--- config.mk ---
export PLATFORM = sky130hd
export DESIGN_NAME = gcd_requester
export DESIGN_NICKNAME = d
export VERILOG_FILES = /design/src/rtl/gcd_pkg.sv /design/src/rtl/gcd_req_timer.sv /design/src/rtl/gcd_requester.sv
export SDC_FILE = /design/constraint.sdc
export NUM_CORES = 1
export LEC_CHECK = 0
export CAP_MARGIN = 0
export CORE_MARGIN = 3
export CORE_UTILIZATION = 45
export DETAILED_ROUTE_END_ITERATION = 10
export PLACE_DENSITY_LB_ADDON = 0.12
export REMOVE_ABC_BUFFERS = 1
export SYNTH_ARGS = -nofsm -noshare
export SYNTH_HDL_FRONTEND = slang
export SYNTH_SLANG_ARGS = --single-unit
--- constraint.sdc ---
create_clock -name clk -period 2.75 [get_ports clk]
set_clock_uncertainty 0.1 [all_clocks]
set_input_delay 0.6875 -clock clk [delete_from_list [all_inputs] [get_ports clk]]
set_output_delay 0.6875 -clock clk [all_outputs]
set_load 0.03 [all_outputs]
--- src/rtl/gcd_pkg.sv ---
// Shared types and defaults for the GCD engine requester.
package gcd_pkg;

    localparam int unsigned GCD_WIDTH       = 16;
    localparam int unsigned GCD_TIMEOUT_CYC = 65535;
    localparam int unsigned GCD_CNT_W       = 16;

    typedef enum logic [2:0] {
        IDLE   = 3'd0,
        SEND_A = 3'd1,
        SEND_B = 3'd2,
        WAIT   = 3'd3,
        RESP   = 3'd4
    } gcd_state_t;

endpackage

--- src/rtl/gcd_req_timer.sv ---
// WAIT-state watchdog: 16-bit up counter with clear/enable, flags the LIMIT-th enabled cycle.
module gcd_req_timer
    import gcd_pkg::*;
#(
    parameter int unsigned LIMIT = GCD_TIMEOUT_CYC
) (
    input  logic clk,
    input  logic rst,
    input  logic clr,
    input  logic en,
    output logic expired_c
);

    logic [GCD_CNT_W-1:0] count;

    always_ff @(posedge clk or posedge rst) begin
        if (rst) begin
            count <= '0;
        end else if (clr) begin
            count <= '0;
        end else if (en) begin
            count <= count + GCD_CNT_W'(1);
        end
    end

    // count holds the number of completed enabled cycles, so LIMIT-1 marks the LIMIT-th one
    assign expired_c = en && (count == GCD_CNT_W'(LIMIT - 1));

endmodule

--- src/rtl/gcd_requester.sv ---
// Initiator-side sequencer for the subtractive GCD engine; optional WAIT watchdog under GCD_TIMEOUT_EN.
module gcd_requester
    import gcd_pkg::*;
#(
    parameter int unsigned WIDTH = GCD_WIDTH
`ifdef GCD_TIMEOUT_EN
    , parameter int unsigned TIMEOUT_CYC = GCD_TIMEOUT_CYC
`endif
) (
    input  logic             clk,
    input  logic             rst,
    input  logic             req_valid,
    output logic             req_ready,
    input  logic [WIDTH-1:0] req_a,
    input  logic [WIDTH-1:0] req_b,
    output logic             rsp_valid,
    input  logic             rsp_ready,
    output logic [WIDTH-1:0] rsp_gcd,
    output logic             rsp_err,
    output logic             eng_start,
    output logic [WIDTH-1:0] eng_data,
    output logic             eng_clr,
    input  logic             eng_done,
    input  logic [WIDTH-1:0] eng_result
);

    gcd_state_t       state, state_next;
    logic [WIDTH-1:0] b_q, b_next;
    logic [WIDTH-1:0] gcd_next, data_next;
    logic             valid_next, err_next, start_next, clr_next;
    logic             timeout_hit;

`ifdef GCD_TIMEOUT_EN
    logic tmr_expired_c;

    gcd_req_timer #(
        .LIMIT(TIMEOUT_CYC)
    ) u_timer (
        .clk      (clk),
        .rst      (rst),
        .clr      (state == SEND_B),
        .en       (state == WAIT),
        .expired_c(tmr_expired_c)
    );

    assign timeout_hit = (state == WAIT) && tmr_expired_c;
`else
    assign timeout_hit = 1'b0;
`endif

    // Outputs are registered from next-state decode so they line up with the state they belong to
    always_ff @(posedge clk or posedge rst) begin
        if (rst) begin
            state     <= IDLE;
            b_q       <= '0;
            req_ready <= 1'b0;
            rsp_valid <= 1'b0;
            rsp_gcd   <= '0;
            rsp_err   <= 1'b0;
            eng_start <= 1'b0;
            eng_data  <= '0;
            eng_clr   <= 1'b0;
        end else begin
            state     <= state_next;
            b_q       <= b_next;
            req_ready <= (state_next == IDLE);
            rsp_valid <= valid_next;
            rsp_gcd   <= gcd_next;
            rsp_err   <= err_next;
            eng_start <= start_next;
            eng_data  <= data_next;
            eng_clr   <= clr_next;
        end
    end

    always_comb begin
        state_next = state;
        b_next     = b_q;
        gcd_next   = rsp_gcd;
        err_next   = rsp_err;
        valid_next = 1'b0;
        start_next = 1'b0;
        clr_next   = 1'b0;
        data_next  = '0;

        case (state)
            IDLE: begin
                if (req_valid && req_ready) begin
                    b_next = req_b;
                    // A zero operand would never terminate in the subtractive engine
                    if ((req_a == '0) || (req_b == '0)) begin
                        gcd_next   = req_a | req_b;
                        err_next   = 1'b0;
                        valid_next = 1'b1;
                        state_next = RESP;
                    end else begin
                        start_next = 1'b1;
                        data_next  = req_a;
                        state_next = SEND_A;
                    end
                end
            end
            SEND_A: begin
                data_next  = b_q;
                state_next = SEND_B;
            end
            SEND_B: begin
                data_next  = b_q;
                state_next = WAIT;
            end
            WAIT: begin
                data_next = b_q;
                if (eng_done) begin
                    gcd_next   = eng_result;
                    err_next   = 1'b0;
                    clr_next   = 1'b1;
                    valid_next = 1'b1;
                    state_next = RESP;
                end else if (timeout_hit) begin
                    gcd_next   = '0;
                    err_next   = 1'b1;
                    clr_next   = 1'b1;
                    valid_next = 1'b1;
                    state_next = RESP;
                end
            end
            RESP: begin
                if (rsp_ready) begin
                    err_next   = 1'b0;
                    state_next = IDLE;
                end else begin
                    valid_next = 1'b1;
                end
            end
            default: begin
                state_next = IDLE;
            end
        endcase
    end

endmodule

# Word-level counts from Yosys, hierarchy flattened
# Index checks and enable logic that the tools add are counted.
# word_totals
input_bits	53
wordCells	56
regBits	56
# classes
n_mux	26
n_bitwise	1
n_reduce_logical	12
n_eq_ne	8
# op_table
op	count
$mux W16	5
$pmux W16 S2	2
$logic_not A16 Y1	2
$or A16 B16 Y16	1
$pmux W3 S5	1
$mux W1	12
$mux W3	4
$ne A2 B2 Y1 const B	4
$eq A3 B2 Y1 const B	2
$logic_not A3 Y1	2
$pmux W1 S3	2
$reduce_and A5 Y1	1
$reduce_and A4 Y1	1
$eq A3 B1 Y1 const B	1
$eq A3 B3 Y1 const B	1
$reduce_bool A3 Y1	1
$reduce_or A3 Y1	1
$reduce_and A2 Y1	1
$reduce_bool A2 Y1	1
$logic_and A1 B1 Y1	1
$logic_or A1 B1 Y1	1

# Longest topological paths before layout
# depth
ltp_word	6
depth_mapped	8
ltp_nobuf	6

# Worst setup path after synthesis
# Ideal clock, no wire load.
# synth_timing
kind	input port to flip-flop
from	input req_b[11]
to	register state[0]
stages	6
arrival_time_ps	1914
required_ps	2530
slack_ps	616
path_buffers	2
setup_ps	120
path_cell_list	nor4_1 -> nand4_1 -> and3_1 -> buf_6 -> buf_6 -> a31o_1
# synth_between
elab_chain_len	5
# synth_lines
item	line_no	rtl
from (decl)	gcd_requester.sv:15	input logic [WIDTH-1:0] req_b,
$logic_not A16 Y1	gcd_requester.sv:91	if ((req_a == '0) || (req_b == '0)) begin
$logic_or A1 B1 Y1	gcd_requester.sv:91	
$mux W3	gcd_requester.sv:91	
$mux W3	gcd_requester.sv:88	if (req_valid && req_ready) begin
$pmux W3 S5	gcd_requester.sv:86	case (state)
named net state_next[0]	gcd_requester.sv:27	gcd_state_t state, state_next;
to (signal assigned)	gcd_requester.sv:64	state <= state_next;
to (decl)	gcd_requester.sv:27	
# The timed path passes the listed nets, and every way through them passes these cells.
# A chain may end at the register's enable or synchronous reset.

# Worst setup path after layout
# layout_timing
from	input req_a[3]
to	register eng_data[4]
# layout_between
elab_chain_len	5
# layout_lines
item	line_no	rtl
from (decl)	gcd_requester.sv:14	input logic [WIDTH-1:0] req_a,
$logic_not A16 Y1	gcd_requester.sv:91	
$logic_or A1 B1 Y1	gcd_requester.sv:91	
$mux W16	gcd_requester.sv:91	
$mux W16	gcd_requester.sv:88	
$pmux W16 S2	gcd_requester.sv:86	
named net data_next[4]	gcd_requester.sv:29	logic [WIDTH-1:0] gcd_next, data_next;
to (signal assigned)	gcd_requester.sv:71	eng_data <= data_next;
to (decl)	gcd_requester.sv:21	output logic [WIDTH-1:0] eng_data,
# The timed path passes the listed nets, and every way through them passes these cells.

==> flow_summary.ini <==
[timing]
fmax_mhz = 415
worst_pin_slew_ns = 1.13
rsz0062_at_grt = no
fin_tns_setup_ns = 0
slew_headroom_pct = 24.4
timing.final.max_slew_violations = 0
setup_viol = 0
period_share_pct = 87.6
fin_crit_ns = 2.41
hold_viol = 0

[cells_and_area]
fillers = 471
nets = 378
regArea_um2 = 1380
multi_input_area_um2 = 1110
diodes = 0
final_cell_mix = clkdlybuf4s50_1 (88), dfrtp_1 (55), nor4_1 (24)
drive_above_1_share_pct = 13.2
area_growth_pct = 41.8
instances_no_fill = 398
final_common_cell = clkdlybuf4s50_1

[critical_path]
cp.arrival_ns = 2.50
cp-start-kind = primary input
cp-startpoint = req_a[3]
end_kind = flip-flop
cp.required_ns = 2.84
regToRegEndpoint = rsp_gcd[5]
crit_fanout = 18
reg2regPathDepth = 7
path_class = in2reg
rr_startpoint = state[1]
endpoint = eng_data[4]
rrSetupSlack_ns = 0.59

[placed_design]
gp_congestion = 0.793
port_buffers = 88
dp.cells = 390
dp_hpwl_um = 5020

[route]
drt_iter0_drc = 183
vias_per_cell = 6.04
vias = 2404
wl_per_cell_um = 18.0
antenna_left = 0
drtPass1Iterations = 5
post-route-drc-count = 0
drt-total-wl_um = 7180

[synthesis]
ys_seq_area_share_pct = 52.8
synth.area.top_cells = dfrtp_1 (53%), mux2_2 (6.9%), nor4_1 (5.8%)
ys.warnings.count = 0
synth_top_cell_area_share_pct = 52.8
synthCells = 238
ys_seq_elements = 55
synthDistinctLibCells = 29
synth_top_cell_by_area = dfrtp_1
synth.cell_area_um2 = 2600
avgSynthCellArea_um2 = 10.9

[power]
p_sw_w = 0.00123
power.density_nw_per_um2 = 878
seq_power_share_pct = 37.9
internal_power_w = 0.00202
clock_power_share_pct = 14.8
combPwrFrac_pct = 47.3
netSwitchingFraction_pct = 37.9
ir_worst_vdd_mv = 0.418
p_leak_nw = 1.50

[clock_network]
numClockSinks = 55
root_buffer = clkbuf_8
hold_buffers = 0
htree_levels = 2
path_clk_slew_ns = 0.09
cts_tree = built
clk_path_buf_depth = 2
cts_buffers = 5
cts_setup_buffers = 0
clk-insertion-delay-late_ns = 0.31
post_cts_resized = 0

[die]
core_area_um2 = 5540
top_level_ports = 90
dieHeight_um = 82.1
rows = 27
dieArea_um2 = 6740
start_util_pct = 47.0
die_x_um = 82.1

[outcome]
status = finished clean

[flow_run]
drv_cap = 0

[min_path]
hold_class = reg2reg

[global_routing]
grt_max_degree = 56
grt_pass1_wl_um = 11400
overflow = 0
grt_pass1_vias = 2228
grtUsageTotal_pct = 22.3
antenna_found_initial = 0
## metrics by stage
stage	worst slack, ns	hold slack, ns	power (W)	instance area, µm²	utilization (%)
6_report	0.341	0.404	0.00325	3690	66.7
5_1_grt	0.224	0.420	0.00344	3690	66.7
4_1_cts	0.362	0.405	0.00326	3690	66.7
3_5_place_dp	0.0394	0.384	0.00278	3590	64.9
3_3_place_gp	0.0418	0.374	0.00274	3590	64.9
2_1_floorplan	0.400	0.369	0.00217	2490	-
## cells in the mapped netlist, drive strengths merged
| master | n |
|---|---|
| nand2 | 2 |
| and4 | 2 |
| nand4 | 18 |
| mux2 | 16 |
| buf | 9 |
| conb | 1 |
| nor3 | 2 |
| nor4b | 1 |
| nand3 | 18 |
| clkbuf | 13 |
| and3b | 1 |
| a31o | 1 |
| nand3b | 2 |
| dfrtp | 55 |
| inv | 3 |
| a32oi | 16 |
| and3 | 2 |
| nor4 | 24 |
| a41oi | 1 |
| a22o | 16 |
| o21ai | 17 |
| nor2 | 18 |
## final cells by class
class | count | share of cell area [%]
Multi-Input combinational cell | 158 | 29.9
Tap cell | 72 | 2.44
Sequential cell | 55 | 37.3
Inverter | 3 | 0.305
Clock buffer | 8 | 2.71
Timing Repair Buffer | 102 | 27.4
## power groups by stage
stage          clock [W]  sequential (W)  combinational [W]
2_1_floorplan          0         0.00156           0.000611
3_3_place_gp           0         0.00123            0.00151
3_5_place_dp           0         0.00124            0.00153
4_1_cts         0.000495         0.00123            0.00154
5_1_grt         0.000529         0.00126            0.00165
6_report        0.000481         0.00123            0.00153
## worst max-delay path, cell delays in order
cell and delay, ns:
clkdlybuf4s50_1 0.47, nor4_1 0.43, nand4_1 0.19, and3_1 0.43
a22o_1 0.29
## how the worst min path moves through the flow
stage               cells past startpoint  slack, ns      endpoint    start
floorplan                               1       0.37   eng_data[0]   b_q[0]
global placement                        1       0.37  eng_data[11]  b_q[11]
detailed placement                      1       0.38   eng_data[9]   b_q[9]
CTS                                     1       0.41   eng_data[9]   b_q[9]
global route                            1       0.42   eng_data[9]   b_q[9]
finish                                  1       0.40  eng_data[13]  b_q[13]
## per-layer routing
layer	track usage, %	vias up	share of wire, %
li1	-	1110	-
met1	33.6	1143	45
met2	31.6	142	44
met3	5.26	9	9.9
met4	6.81	0	1.3
met5	0	-	0
## state kept, by name, indices dropped and copies added (netlist names)
| register | cells |
|---|---|
| state | 3 |
| eng_data | 16 |
| b_q | 16 |
| eng_start | 1 |
| rsp_gcd | 16 |
| req_ready | 1 |
| eng_clr | 1 |
| rsp_valid | 1 |
## cell families after synthesis
logic type      Yosys count  share of synthesized area, %
compound gates           51                          15.0
mux                      16                          6.92
simple gates             90                          20.4
flops                    55                          52.8
other cells               1                         0.144
buf+inv                  25                          4.71
No activity file was read; power rests on OpenSTA's default activity.
